==> src/rtl/ball_pkg.sv <==
// ball_pkg: shared game types and playfield constants.
// Used by ball_ctrl and ball_collide.
package ball_pkg;

  typedef enum logic [1:0] {
    ST_SERVE = 2'd0,
    ST_PLAY  = 2'd1,
    ST_OVER  = 2'd2
  } state_t;

  localparam int DEF_SCREEN_W = 640;
  localparam int DEF_SCREEN_H = 480;
  localparam int DEF_PADDLE_Y = 460;

  // Signed velocity component, -2..+2.
  typedef logic signed [2:0] vel_t;

  localparam vel_t V_POS1 = 3'sd1;
  localparam vel_t V_NEG1 = -3'sd1;
  localparam vel_t V_POS2 = 3'sd2;
  localparam vel_t V_NEG2 = -3'sd2;

  // Working width for position arithmetic.
  typedef logic signed [11:0] s12_t;

  function automatic s12_t sx12(input logic [9:0] v);
    return s12_t'({2'b00, v});
  endfunction

  function automatic s12_t vx12(input vel_t v);
    return {{9{v[2]}}, v};
  endfunction

endpackage

==> src/rtl/ball_collide.sv <==
// ball_collide: next ball position, wall/paddle reflection, exit.
// Macro BALL_ANGLE_EN: outer-quarter paddle hits give |dx| = 2.
module ball_collide
  import ball_pkg::*;
#(
  parameter int SCREEN_W  = DEF_SCREEN_W,
  parameter int SCREEN_H  = DEF_SCREEN_H,
  parameter int BALL_SIZE = 8,
  parameter int PADDLE_Y  = DEF_PADDLE_Y
) (
  input  logic [9:0] i_x,
  input  logic [9:0] i_y,
  input  vel_t       i_dx,
  input  vel_t       i_dy,
  input  logic [9:0] i_paddle_x,
  input  logic [9:0] i_paddle_width,
  output logic [9:0] o_nx,
  output logic [9:0] o_ny,
  output vel_t       o_dx,
  output vel_t       o_dy,
  output logic       o_hit,
  output logic       o_exit
);

  localparam s12_t XMAX  = s12_t'(SCREEN_W - BALL_SIZE);
  localparam s12_t YEXIT = s12_t'(SCREEN_H - BALL_SIZE);
  localparam s12_t YREST = s12_t'(PADDLE_Y - BALL_SIZE);
  localparam s12_t PY    = s12_t'(PADDLE_Y);
  localparam s12_t BSZ   = s12_t'(BALL_SIZE);

  s12_t w_x;
  s12_t w_y;
  s12_t w_px;
  s12_t w_pr;
  s12_t w_nx0;
  s12_t w_ny0;
  s12_t w_nx;
  s12_t w_ny;
  vel_t w_mag;
  logic w_hit;

  assign w_x   = sx12(i_x);
  assign w_y   = sx12(i_y);
  assign w_px  = sx12(i_paddle_x);
  // Right edge summed wide so it cannot wrap.
  assign w_pr  = w_px + sx12(i_paddle_width);
  assign w_nx0 = w_x + vx12(i_dx);
  assign w_ny0 = w_y + vx12(i_dy);
  assign w_mag = i_dx[2] ? -i_dx : i_dx;

  // Crossing the paddle line while descending and overlapping it.
  assign w_hit = (i_dy == V_POS1)
              && ((w_y + BSZ) <= PY)
              && (PY < (w_ny0 + BSZ))
              && ((w_x + BSZ) > w_px)
              && (w_x < w_pr);

`ifdef BALL_ANGLE_EN
  s12_t w_pw;
  s12_t w_q;
  s12_t w_off;

  assign w_pw  = sx12(i_paddle_width);
  assign w_q   = w_pw >>> 2;
  // Ball centre relative to the paddle's left edge.
  assign w_off = w_x + (BSZ >>> 1) - w_px;
`endif

  // Walls first, then the paddle; both may apply in one step.
  always_comb begin
    w_nx   = w_nx0;
    w_ny   = w_ny0;
    o_dx   = i_dx;
    o_dy   = i_dy;
    o_hit  = 1'b0;
    o_exit = 1'b0;
    if (w_nx0 < 0) begin
      w_nx = '0;
      o_dx = w_mag;
    end else if (w_nx0 > XMAX) begin
      w_nx = XMAX;
      o_dx = -w_mag;
    end
    if (w_ny0 < 0) begin
      w_ny = '0;
      o_dy = V_POS1;
    end
    if (w_hit) begin
      o_hit = 1'b1;
      w_ny  = YREST;
      o_dy  = V_NEG1;
`ifdef BALL_ANGLE_EN
      if (w_off < w_q) begin
        o_dx = V_NEG2;
      end else if (w_off >= (w_pw - w_q)) begin
        o_dx = V_POS2;
      end else begin
        o_dx = o_dx[2] ? V_NEG1 : V_POS1;
      end
`endif
    end else if (w_ny >= YEXIT) begin
      o_exit = 1'b1;
    end
    o_nx = w_nx[9:0];
    o_ny = w_ny[9:0];
  end

endmodule

==> src/rtl/ball_ctrl.sv <==
// ball_ctrl: serve/play/over rally FSM, ball registers and lives.
// Macro BALL_ANGLE_EN: paddle-position dependent |dx| (in ball_collide).
module ball_ctrl
  import ball_pkg::*;
#(
  parameter int SCREEN_W  = DEF_SCREEN_W,
  parameter int SCREEN_H  = DEF_SCREEN_H,
  parameter int BALL_SIZE = 8,
  parameter int PADDLE_Y  = DEF_PADDLE_Y,
  parameter int LIVES     = 3
) (
  input  logic       clk,
  input  logic       reset,
  input  logic       tick,
  input  logic       pause,
  input  logic       launch,
  input  logic [9:0] paddle_x,
  input  logic [9:0] paddle_width,
  output logic [9:0] ball_x,
  output logic [9:0] ball_y,
  output logic [1:0] lives,
  output logic [1:0] state,
  output logic       bounce,
  output logic       miss
);

  localparam logic [9:0] X_RST  = 10'(SCREEN_W / 2 - BALL_SIZE / 2);
  localparam logic [9:0] Y_REST = 10'(PADDLE_Y - BALL_SIZE);
  localparam logic [9:0] X_MAX  = 10'(SCREEN_W - BALL_SIZE);
  localparam s12_t       XMAX_S = s12_t'(SCREEN_W - BALL_SIZE);
  localparam s12_t       HALF_B = s12_t'(BALL_SIZE / 2);
  localparam logic [1:0] LV_RST = 2'(LIVES);

  state_t     r_state;
  logic [9:0] r_x;
  logic [9:0] r_y;
  vel_t       r_dx;
  vel_t       r_dy;
  logic [1:0] r_lives;
  logic       r_bounce;
  logic       r_miss;

  state_t     w_state_nx;
  logic [9:0] w_x_nx;
  logic [9:0] w_y_nx;
  vel_t       w_dx_nx;
  vel_t       w_dy_nx;
  logic [1:0] w_lives_nx;
  logic       w_bounce_nx;
  logic       w_miss_nx;

  s12_t       w_sx;
  logic [9:0] w_serve_x;
  logic [9:0] w_cnx;
  logic [9:0] w_cny;
  vel_t       w_cdx;
  vel_t       w_cdy;
  logic       w_hit;
  logic       w_exit;

  // Serve position: ball centred on the paddle, kept on screen.
  assign w_sx = sx12(paddle_x)
              + sx12({1'b0, paddle_width[9:1]})
              - HALF_B;
  assign w_serve_x = (w_sx < 0)      ? '0    :
                     (w_sx > XMAX_S) ? X_MAX :
                                       w_sx[9:0];

  ball_collide #(
    .SCREEN_W  (SCREEN_W),
    .SCREEN_H  (SCREEN_H),
    .BALL_SIZE (BALL_SIZE),
    .PADDLE_Y  (PADDLE_Y)
  ) u_collide (
    .i_x            (r_x),
    .i_y            (r_y),
    .i_dx           (r_dx),
    .i_dy           (r_dy),
    .i_paddle_x     (paddle_x),
    .i_paddle_width (paddle_width),
    .o_nx           (w_cnx),
    .o_ny           (w_cny),
    .o_dx           (w_cdx),
    .o_dy           (w_cdy),
    .o_hit          (w_hit),
    .o_exit         (w_exit)
  );

  // State register and ball/lives registers.
  always_ff @(posedge clk or posedge reset) begin
    if (reset) begin
      r_state  <= ST_SERVE;
      r_x      <= X_RST;
      r_y      <= Y_REST;
      r_dx     <= V_POS1;
      r_dy     <= V_NEG1;
      r_lives  <= LV_RST;
      r_bounce <= 1'b0;
      r_miss   <= 1'b0;
    end else begin
      r_state  <= w_state_nx;
      r_x      <= w_x_nx;
      r_y      <= w_y_nx;
      r_dx     <= w_dx_nx;
      r_dy     <= w_dy_nx;
      r_lives  <= w_lives_nx;
      r_bounce <= w_bounce_nx;
      r_miss   <= w_miss_nx;
    end
  end

  // Next state and datapath; pause freezes everything.
  always_comb begin
    w_state_nx  = r_state;
    w_x_nx      = r_x;
    w_y_nx      = r_y;
    w_dx_nx     = r_dx;
    w_dy_nx     = r_dy;
    w_lives_nx  = r_lives;
    w_bounce_nx = 1'b0;
    w_miss_nx   = 1'b0;
    if (!pause) begin
      unique case (r_state)
        ST_SERVE: begin
          w_x_nx = w_serve_x;
          w_y_nx = Y_REST;
          if (launch) begin
            w_state_nx = ST_PLAY;
            w_dx_nx    = V_POS1;
            w_dy_nx    = V_NEG1;
          end
        end
        ST_PLAY: begin
          if (tick) begin
            w_x_nx      = w_cnx;
            w_y_nx      = w_cny;
            w_dx_nx     = w_cdx;
            w_dy_nx     = w_cdy;
            w_bounce_nx = w_hit;
            if (w_exit) begin
              w_miss_nx  = 1'b1;
              w_lives_nx = r_lives - 2'd1;
              w_state_nx = (r_lives == 2'd1) ? ST_OVER : ST_SERVE;
              w_dx_nx    = V_POS1;
              w_dy_nx    = V_NEG1;
            end
          end
        end
        ST_OVER: begin
          w_state_nx = ST_OVER;
        end
        default: begin
          w_state_nx = ST_SERVE;
        end
      endcase
    end
  end

  assign ball_x = r_x;
  assign ball_y = r_y;
  assign lives  = r_lives;
  assign state  = r_state;
  assign bounce = r_bounce;
  assign miss   = r_miss;

endmodule

==> config.mk <==
export PLATFORM = sky130hd
export DESIGN_NAME = ball_ctrl
export DESIGN_NICKNAME = d
export VERILOG_FILES = /design/src/rtl/ball_pkg.sv /design/src/rtl/ball_collide.sv /design/src/rtl/ball_ctrl.sv
export SDC_FILE = /design/constraint.sdc
export NUM_CORES = 1
export LEC_CHECK = 0
export CAP_MARGIN = 15
export CORE_MARGIN = 8
export CORE_UTILIZATION = 40
export CTS_CLUSTER_DIAMETER = 30
export DETAILED_ROUTE_END_ITERATION = 10
export PLACE_DENSITY = 0.56
export RECOVER_POWER = 100
export SYNTH_ARGS = -nofsm -noshare
export SYNTH_HDL_FRONTEND = slang
export SYNTH_SLANG_ARGS = --single-unit
==> constraint.sdc <==
create_clock -name clk -period 11.5 [get_ports clk]
set_input_delay 1.725 -clock clk [delete_from_list [all_inputs] [get_ports clk]]
set_output_delay 1.725 -clock clk [all_outputs]
set_load 0.005 [all_outputs]
### Yosys cells after proc, flatten, opt, wreduce, memory -nomap -nowiden

Cells that the tools add are included.

| operators by class | value |
|---|---|
| add/sub/neg operators | 11 |
| magnitude comparators | 10 |
| reduce and logical (&&, ||, !) cells | 11 |
| bitwise gates (word level) | 1 |
| multiplexer cells | 38 |
| equality and inequality tests | 9 |

Operator list:

| operator | number |
|---|---|
| 2-to-1 mux 10 bit | 7 |
| case mux 10 bit (2 select lines) | 2 |
| less-than comparator 12 x 1 -> 1 bit, second input constant | 3 |
| 2-to-1 mux 3 bit | 11 |
| adder 11 x 3 -> 12 bit | 2 |
| > comparator 12 x 11 -> 1 bit, second input constant | 2 |
| adder 10 x 4 -> 11 bit, second input constant | 2 |
| adder 12 x 5 -> 12 bit, second input constant | 1 |
| greater-or-equal comparator 12 x 10 -> 1 bit, second input constant | 1 |
| > comparator 12 x 11 -> 1 bit | 1 |
| less-or-equal comparator 12 x 10 -> 1 bit, second input constant | 1 |
| less-than comparator 10 x 12 -> 1 bit, first input constant | 1 |
| less-than comparator 11 x 12 -> 1 bit | 1 |
| 2-to-1 mux 12 bit | 1 |
| case mux 3 bit (2 select lines) | 2 |
| subtractor 11 x 3 -> 12 bit, second input constant | 1 |
| adder 10 x 10 -> 11 bit | 1 |
| adder 10 x 9 -> 11 bit | 1 |
| 2-to-1 mux 1 bit | 10 |
| AND reduction 5 bit | 2 |
| 2-to-1 mux 2 bit | 4 |
| != test 4 x 1 -> 1 bit, second input constant | 2 |
| AND reduction 4 bit | 2 |
| negator 3 bit | 2 |
| other kinds (12) | 17 |

| word-level totals | value |
|---|---|
| word-level logic and storage cells | 88 |
| output and inout port bits | 26 |
| register bits | 32 |

### Logic depth before layout (Yosys ltp)

Gate-level depths: netlist (run 1).

| logic depth | value |
|---|---|
| word-level depth | 11 |
| gate-level depth with buffers | 18 |

### Cells and area by module

A second synthesis (run 1) with hierarchy kept.

| second synthesis, totals | value |
|---|---|
| cells, all modules | 605 |
| area total of the unflattened synthesis | 4844.6 sq um |

Modules (own cells, without submodules):

| module | cells an instance | area an instance (sq um) | instances | sequential area each (sq um) |
|---|---|---|---|---|
| ball_collide | 371 | 2727.6 | 1 | 0.0 |
| ball_ctrl | 234 | 2117.0 | 1 | 819.5 |

### Worst setup path after synthesis (run 1)

No wires, ideal clock.

| path | value |
|---|---|
| kind | input port to flip-flop |
| start | in paddle_x[1] |
| end | reg r_lives[1] (netlist: lives[1]) |
| slack | 6.342 ns |
| setup time | 0.082 ns |
| required time | 11.418 ns |
| stages on the path | 18 |
| data arrival time | 5.075 ns |
| path through | ha_1 a21o_1 a21oi_1 o21bai_1 a21oi_1 nor2b_1 o21a_1 o21ai_0 nand2b_1 a21oi_1 xor2_1 ha_1 a211o_1 o221ai_1 o31ai_1 o31ai_4 nor2_4 mux2_4 |

| between the ends | value |
|---|---|
| cells in the longest elaborated chain, start to end | 5 |
| elaborated cells between the ends (all ways) | 7 |

RTL lines:

| what | line | text |
|---|---|---|
| start, declared | ball_ctrl.sv:17 | `input logic [9:0] paddle_x,` |
| adder 10 x 10 -> 11 bit or > comparator 12 x 11 -> 1 bit (tied branches) | ball_collide.sv:46, ball_collide.sv:55 |  |
| less-than comparator 11 x 12 -> 1 bit or logical AND 1 bit (tied branches) | ball_collide.sv:56, ball_collide.sv:55 |  |
| logical AND 1 bit * | ball_collide.sv:56 | `&& (w_x < w_pr);` |
| 2-to-1 mux 1 bit * | ball_collide.sv:88 | `if (w_hit) begin` |
| AND reduction 4 bit (no line) * | - |  |
| end signal, assigned | ball_ctrl.sv:106 | `r_lives <= w_lives_nx;` |
| end, declared | ball_ctrl.sv:39 | `logic [1:0] r_lives;` |

Mark *: on every way between the ends. The rest lies on a longest branch, timed or not.
A chain may end at the register's enable or synchronous reset.

### Final worst setup path (run 1)

| path | value |
|---|---|
| start | in paddle_x[1] |
| end | reg r_dx[1] |

| between the ends | value |
|---|---|
| cells in the longest elaborated chain, start to end | 7 |
| elaborated cells between the ends (all ways) | 11 |

RTL lines:

| what | line | text |
|---|---|---|
| adder 10 x 10 -> 11 bit or > comparator 12 x 11 -> 1 bit (tied branches) | ball_collide.sv:46, ball_collide.sv:55 |  |
| less-than comparator 11 x 12 -> 1 bit or logical AND 1 bit (tied branches) | ball_collide.sv:56, ball_collide.sv:55 |  |
| logical AND 1 bit * | ball_collide.sv:56 |  |
| 2-to-1 mux 1 bit * | ball_collide.sv:88 |  |
| 2-to-1 mux 3 bit | ball_ctrl.sv:140 | `if (w_exit) begin` |
| 2-to-1 mux 3 bit | ball_ctrl.sv:134 | `if (tick) begin` |
| case mux 3 bit (2 select lines) | ball_ctrl.sv:123 | `unique case (r_state)` |
| end signal, assigned | ball_ctrl.sv:104 | `r_dx <= w_dx_nx;` |
| end, declared | ball_ctrl.sv:37 | `vel_t r_dx;` |

Mark *: on every way between the ends. The rest lies on a longest branch, timed or not. The select of a mux whose other input is x is not followed.

==> results of run 1 <==
## cell usage after synthesis, types with 3 or more instances
cell	number	area share
ha_1	78	0.21
inv_1	61	0.050
nor2_1	46	0.038
nand2_1	37	0.030
o21ai_0	30	0.033
a21oi_1	25	0.027
xnor2_1	21	0.040
a21o_1	17	0.028
dfrtp_1	17	0.093
xor2_1	15	0.029
nand3_1	14	0.015
dfstp_2	13	0.074
a211oi_1	12	0.020
a221oi_1	7	0.013
nor2b_1	7	0.0095
nor3_1	7	0.0076
o211ai_1	7	0.011
o21a_1	7	0.011
o21bai_1	7	0.011
and2_1	6	0.0082
and3_1	6	0.0082
nand2b_1	6	0.0082
nand4_1	6	0.0082
o22ai_1	6	0.0082
clkbuf_1	5	0.0041
or3_1	5	0.0068
fa_1	4	0.017
nor4_1	4	0.0055
o21ai_1	4	0.0044
or2_2	4	0.0055
a32o_1	3	0.0065
a32oi_1	3	0.0057
buf_2	3	0.0033
mux2i_1	3	0.0065
o31ai_1	3	0.0049
## worst min path at each step
stage	startpoint	endpoint	cells past startpoint
floorplan	r_dx[0]$_DFFE_PP1P_	r_dx[0]$_DFFE_PP1P_	1
global placement	r_dx[0]$_DFFE_PP1P_	r_dx[0]$_DFFE_PP1P_	1
detailed placement	r_dx[0]$_DFFE_PP1P_	r_dx[0]$_DFFE_PP1P_	1
CTS	lives[0]$_DFFE_PP1P_	lives[0]$_DFFE_PP1P_	1
global route	r_dx[0]$_DFFE_PP1P_	r_dx[0]$_DFFE_PP1P_	1
finish	r_dx[0]$_DFFE_PP1P_	r_dx[0]$_DFFE_PP1P_	1
## cells by family after synthesis
kind of cell / Yosys count
fa+ha+maj: 82
simple gates: 164
buf+inv: 70
xor+xnor: 37
compound gates: 167
flops: 30
mux: 4
## per-layer routing
layer | vias to the layer above | track usage | share of wire
met2 | 78 | 0.276 | 0.47
met1 | 1932 | 0.211 | 0.47
met4 | 0 | 0.0421 | 0.017
met5 | - | 0 | 0
met3 | 14 | 0.0215 | 0.039
li1 | 2138 | - | -
## power groups by stage
| stage | logic [mW] | clock network [mW] | registers [mW] |
|---|---|---|---|
| after floorplan | 1.03 | 0 | 0.236 |
| after global placement | 1.34 | 0 | 0.271 |
| after detailed placement | 1.35 | 0 | 0.272 |
| after CTS | 1.37 | 0.150 | 0.271 |
| after global routing | 1.48 | 0.155 | 0.273 |
| final | 1.33 | 0.147 | 0.262 |
## registers in the layout, summed over array words and instances (netlist names)
name    flops
ball_x     10
ball_y     10
bounce      1
lives       2
miss        1
r_dx        3
r_dy        1
state       2
## area by class of cell
cell class / instances / area, µm² / area share
repair buffers: 52 / 512 / 0.0952
clock inverters: 3 / 40.0 / 0.00745
well taps: 143 / 179 / 0.0333
clock buffers: 5 / 125 / 0.0233
inverters: 62 / 233 / 0.0433
flip-flops and latches: 30 / 767 / 0.143
multi-input cells: 454 / 3520 / 0.655
## through the flow
stage / instance area [µm²] / setup WS (ns) / hold slack, ns
6_report: 5370 / 5.20 / 0.532
4_1_cts: 5420 / 5.49 / 0.536
3_3_place_gp: 5250 / 5.32 / 0.519
5_1_grt: 5370 / 4.76 / 0.545
2_1_floorplan: 4590 / 6.34 / 0.502
3_5_place_dp: 5250 / 5.25 / 0.524
## critical path, cell delays in order
cell and delay, ns:
dlygate4sd3_1 0.58, ha_1 0.31, a21o_1 0.18, a21oi_1 0.22
o21bai_1 0.10, a21oi_1 0.23, nor2b_1 0.07, o21a_1 0.18
o21ai_0 0.21, nand2b_1 0.09, a21oi_1 0.17, xor2_1 0.17
ha_1 0.27, a211o_1 0.32, a211oi_1 0.26, o31ai_1 0.24
o31ai_1 0.77, nand2_1 0.19, o22ai_1 0.21
==> metrics.txt, run 1 <==
number of inserted diodes=0; Req. time, crit path=11.69 ns; # IOs=51; Post-Layout Cell Count=749; Tmin final=6.30 ns; CTS tree=done; reg2reg start=r_dy[1]$_DFFE_PP1P_; final core utilization=0.475; Async SR Flop Fraction=1.00; Post-synth EDFFs=0; critical path class=in2reg; crit path max fanout=5; layout cells sized above 1=0.0561; die height=123 µm; Layout fillers=1117; Die W=123 µm; reg2reg setup slack=7.06 ns; Fmax=159 MHz; Netlist cell types=77; Syn. warnings=0; final antenna-violating net count=0; most frequent cells in the layout=ha_1, inv_1, nor2_1, nand2_1; Post-Route Skew=0.00853 ns; row count=39; CP Launch Type=primary input; R2R depth=11; largest family of logic cells by synthesized area=compound AO/OA/AOI/OAI gates; Synth Area in XOR/XNOR=0.0722; Pint=0.827 mW; placed cell count=741; Psw=0.911 mW; Synth Area per Inst=8.29 µm²; drt first pass iters=4; initial antenna violation count=0; Slew Limit Fails=31; launch point of the worst path=paddle_x[1]; IO Port Bufs=50; CTS Buffer Depth=2; failing checks=max-capacitance violations, max-slew violations; Syn-to-layout area delta=17.0%; Residual DRC=0; combinational share of power=0.765; post-synthesis simple-gate area fraction=0.188; reg2reg end=lives[1]$_DFFE_PP1P_; Switching Share=0.524; Total Power=1.74 mW; PostCTS Resize Cnt=0; # H-tree levels=2; Max-cap violations=1; crit end category=flip-flop; Yosys reg bits=30; Seq pwr share=0.151; nets@finish=712; worst slew pin tran=1.72 ns; largest net degree at the start of global routing=31; 1st-iter DRT viols=245; GP Congestion=0.810; vias in the first global route=4108; CP Capture Point=r_dx[1]$_DFFE_PP0P_; LEAKAGE=2.47 nW; Adder-Cell Fraction of Synth Area=0.230; Top FF cell, synth=dfrtp_1; min-delay worst type=reg2reg; Final Setup Violations=0; starting density of the core=0.406; status=finished, violations left; CTS Sinks=30; Synth Area in Compound Gates=0.275; most common cell after layout, fill and taps aside=ha_1; via count=4162; peak supply drop=0.000178 V; drt via density=5.56; Rel. slew slack=-0.146; die area=15200 µm²; Post-Synthesis Cells=554; mux share of post-synthesis cell area=0.00981; crit share post-route=0.548; Worst-path clk slew=0.05 ns; number of CTS-inserted buffers=5; clock share of power=0.084; synthesized cell area=4590 µm²; Syn Nets=661; final hold violations=0; grt ovf=0; GRT Resource Usage Total=0.162; first-pass GRT wire length=20.2 mm; Post-Route Setup TNS=0 ns; worst skew pair latency=0.27 ns; Routed WL per cell=16.2 µm; crit path DAT=6.49 ns; Seq/Total Area, Yosys=0.167; # hold bufs at CTS=0; RSZ-0062 raised after global routing=false; Core ar.=11300 µm²; clk root buf=clkbuf_16; Final HPWL DP=9.96 mm; pwr/cell area=323 nW/µm²; Post-CTS Setup Inserts=0; Routed WL=12.1 mm
Power figures use the tool's default switching activity.
==> run 2: changes to the inputs <==
- clock period: 11.5 -> 5.9 ns (I/O delays scaled with it)
==> run 2 against run 1 <==
  * The flow still finishes with violations (max-capacitance violations, max-slew violations)
  * Wire length grew 1.1%
  * Critical path type unchanged
  * Worst hold slack lost 0.0041 ns
  * Cell count grew 0.27%
==> metrics.txt, run 2 (same netlist as run 1, synthesis figures left out) <==
Post-CTS Setup Inserts=0; placed inst area=5270 µm²; drt via density=5.61; first-pass GRT wire length=20.6 mm; Post-Route Skew=0.00600 ns; Post-Place Setup Slack=0.739 ns; IO Port Bufs=50; hold path start=r_dx[0]$_DFFE_PP1P_; crit-path cells=dlygate4sd3_1, ha_1, a21o_1, a21oi_1, o21bai_1, a21oi_1, nor2b_1, o21a_1, o21ai_0, nand2b_1, a21oi_1, xor2_1, ha_1, a211o_1, a211oi_1, o31ai_1, clkbuf_1, o31ai_4, nor2_1, mux2_2; Layout fillers=1155; final hold violations=0; Max-cap violations=1; worst skew pair latency=0.28 ns; GRT Resource Usage Total=0.167; Final Setup Violations=0; die area=15200 µm²; launch point of the worst path=paddle_x[1]; Post-Route Setup TNS=0 ns; die height=123 µm; Tmin final=5.16 ns; LEAKAGE=2.47 nW; row count=39; crit end category=flip-flop; min-delay worst type=reg2reg; grt ovf=0; Residual DRC=0; Routed WL per cell=16.4 µm; via count=4215; clk root buf=clkbuf_16; CP Capture Point=lives[1]$_DFFE_PP1P_; crit share post-route=0.874; # IOs=51; reg2reg end=lives[1]$_DFFE_PP1P_; Total Power=3.42 mW; reg2reg setup slack=1.69 ns; CTS Buffer Depth=2; peak supply drop=0.000418 V; Final HPWL DP=10.1 mm; register area=767 µm²; crit path DAT=5.35 ns; Core ar.=11300 µm²; starting density of the core=0.406; status=finished, violations left; final antenna-violating net count=0; critical path class=in2reg; most common cell after layout, fill and taps aside=ha_1; largest net degree at the start of global routing=31; footprint of the multi-input gates=3520 µm²; Routed WL=12.3 mm; Syn-to-layout area delta=17.3%; reg2reg start=r_dy[1]$_DFFE_PP1P_; CTS tree=done; failing checks=max-capacitance violations, max-slew violations; nets@finish=714; CP max stage delay=0.58 ns; fin area=5380 µm²; CTS Sinks=30; # H-tree levels=2; Rel. slew slack=-0.133; drt first pass iters=4; Die W=123 µm; vias in the first global route=4251; # hold bufs at CTS=0; RSZ-0062 raised after global routing=false; Final Worst Setup Slack=0.744 ns; Fmax=194 MHz; most used cell, CP=a21oi_1; Worst-path clk slew=0.05 ns; R2R depth=13; layout cells sized above 1=0.0592; PostCTS Resize Cnt=0; most frequent cells in the layout=ha_1, inv_1, nor2_1, nand2_1, clkdlybuf4s50_1; Slew Limit Fails=31; 1st-iter DRT viols=209; crit path max fanout=5; CP Launch Type=primary input; slowest cell on the critical path=dlygate4sd3_1; initial antenna violation count=0; pwr/cell area=635 nW/µm²; number of CTS-inserted buffers=5; worst slew pin tran=1.70 ns; number of inserted diodes=0; GP Congestion=0.832; Req. time, crit path=6.10 ns
## run 2: cell types whose count changed in the layout (fill, tap and decap cells not counted), sizes merged
cell	previous run	this run
clkbuf	6	7
buf	1	2
## run 2: metal layers
metal	vias up	GRT usage	part of all wire
li1	2137	-	-
met1	2011	0.211	0.47
met2	57	0.296	0.49
met3	10	0.0210	0.025
met4	0	0.0346	0.011
met5	-	0	0
## run 2: power breakdown
group / switching, mW / leakage [nW] / total [mW] / internal, mW
combinational: 1.50 / 2.04 / 2.61 / 1.12
clock: 0.0913 / 0.0836 / 0.289 / 0.197
sequential: 0.195 / 0.349 / 0.513 / 0.318
total: 1.78 / 2.47 / 3.42 / 1.63
## run 2: how the worst min path moves through the flow
| stage | endpoint | slack [ns] | cells after the start |
|---|---|---|---|
| global route | r_dx[0]$_DFFE_PP1P_ | 0.54 | 1 |
| detailed placement | r_dx[0]$_DFFE_PP1P_ | 0.53 | 1 |
| finish | r_dx[0]$_DFFE_PP1P_ | 0.53 | 1 |
| CTS | r_dx[0]$_DFFE_PP1P_ | 0.53 | 1 |
| global placement | r_dx[0]$_DFFE_PP1P_ | 0.52 | 1 |
| floorplan | r_dx[0]$_DFFE_PP1P_ | 0.50 | 1 |
## run 2: final cells by class
cell class              instances  share of cell area
inverters                      62              0.0432
well taps                     143              0.0332
multi-input cells             454               0.653
flip-flops and latches         30               0.142
repair buffers                 54              0.0972
clock buffers                   5              0.0232
clock inverters                 3             0.00744
## run 2: per-stage QoR
stage,util,hold slack [ns],std cells
2_1_floorplan,-,0.502,554
3_3_place_gp,0.465,0.518,743
3_5_place_dp,0.465,0.527,743
4_1_cts,0.480,0.534,751
5_1_grt,0.475,0.544,751
6_report,0.475,0.528,751
## run 2: critical path, delay by kind of cell
family,cells,cell delay [ns]
xor gates and xnor gates,1,0.18
adders and majority gates,2,0.57
buffers and inverters,2,0.80
and+or+nand+nor,3,0.33
muxes,1,0.29
AOI/OAI and AO/OA,11,2.29
==> run 3: changes to the inputs <==
- ABC_AREA: default -> 0
==> results of run 3 <==
Same layout as run 2: the final DEF is identical, and so are final timing and power.
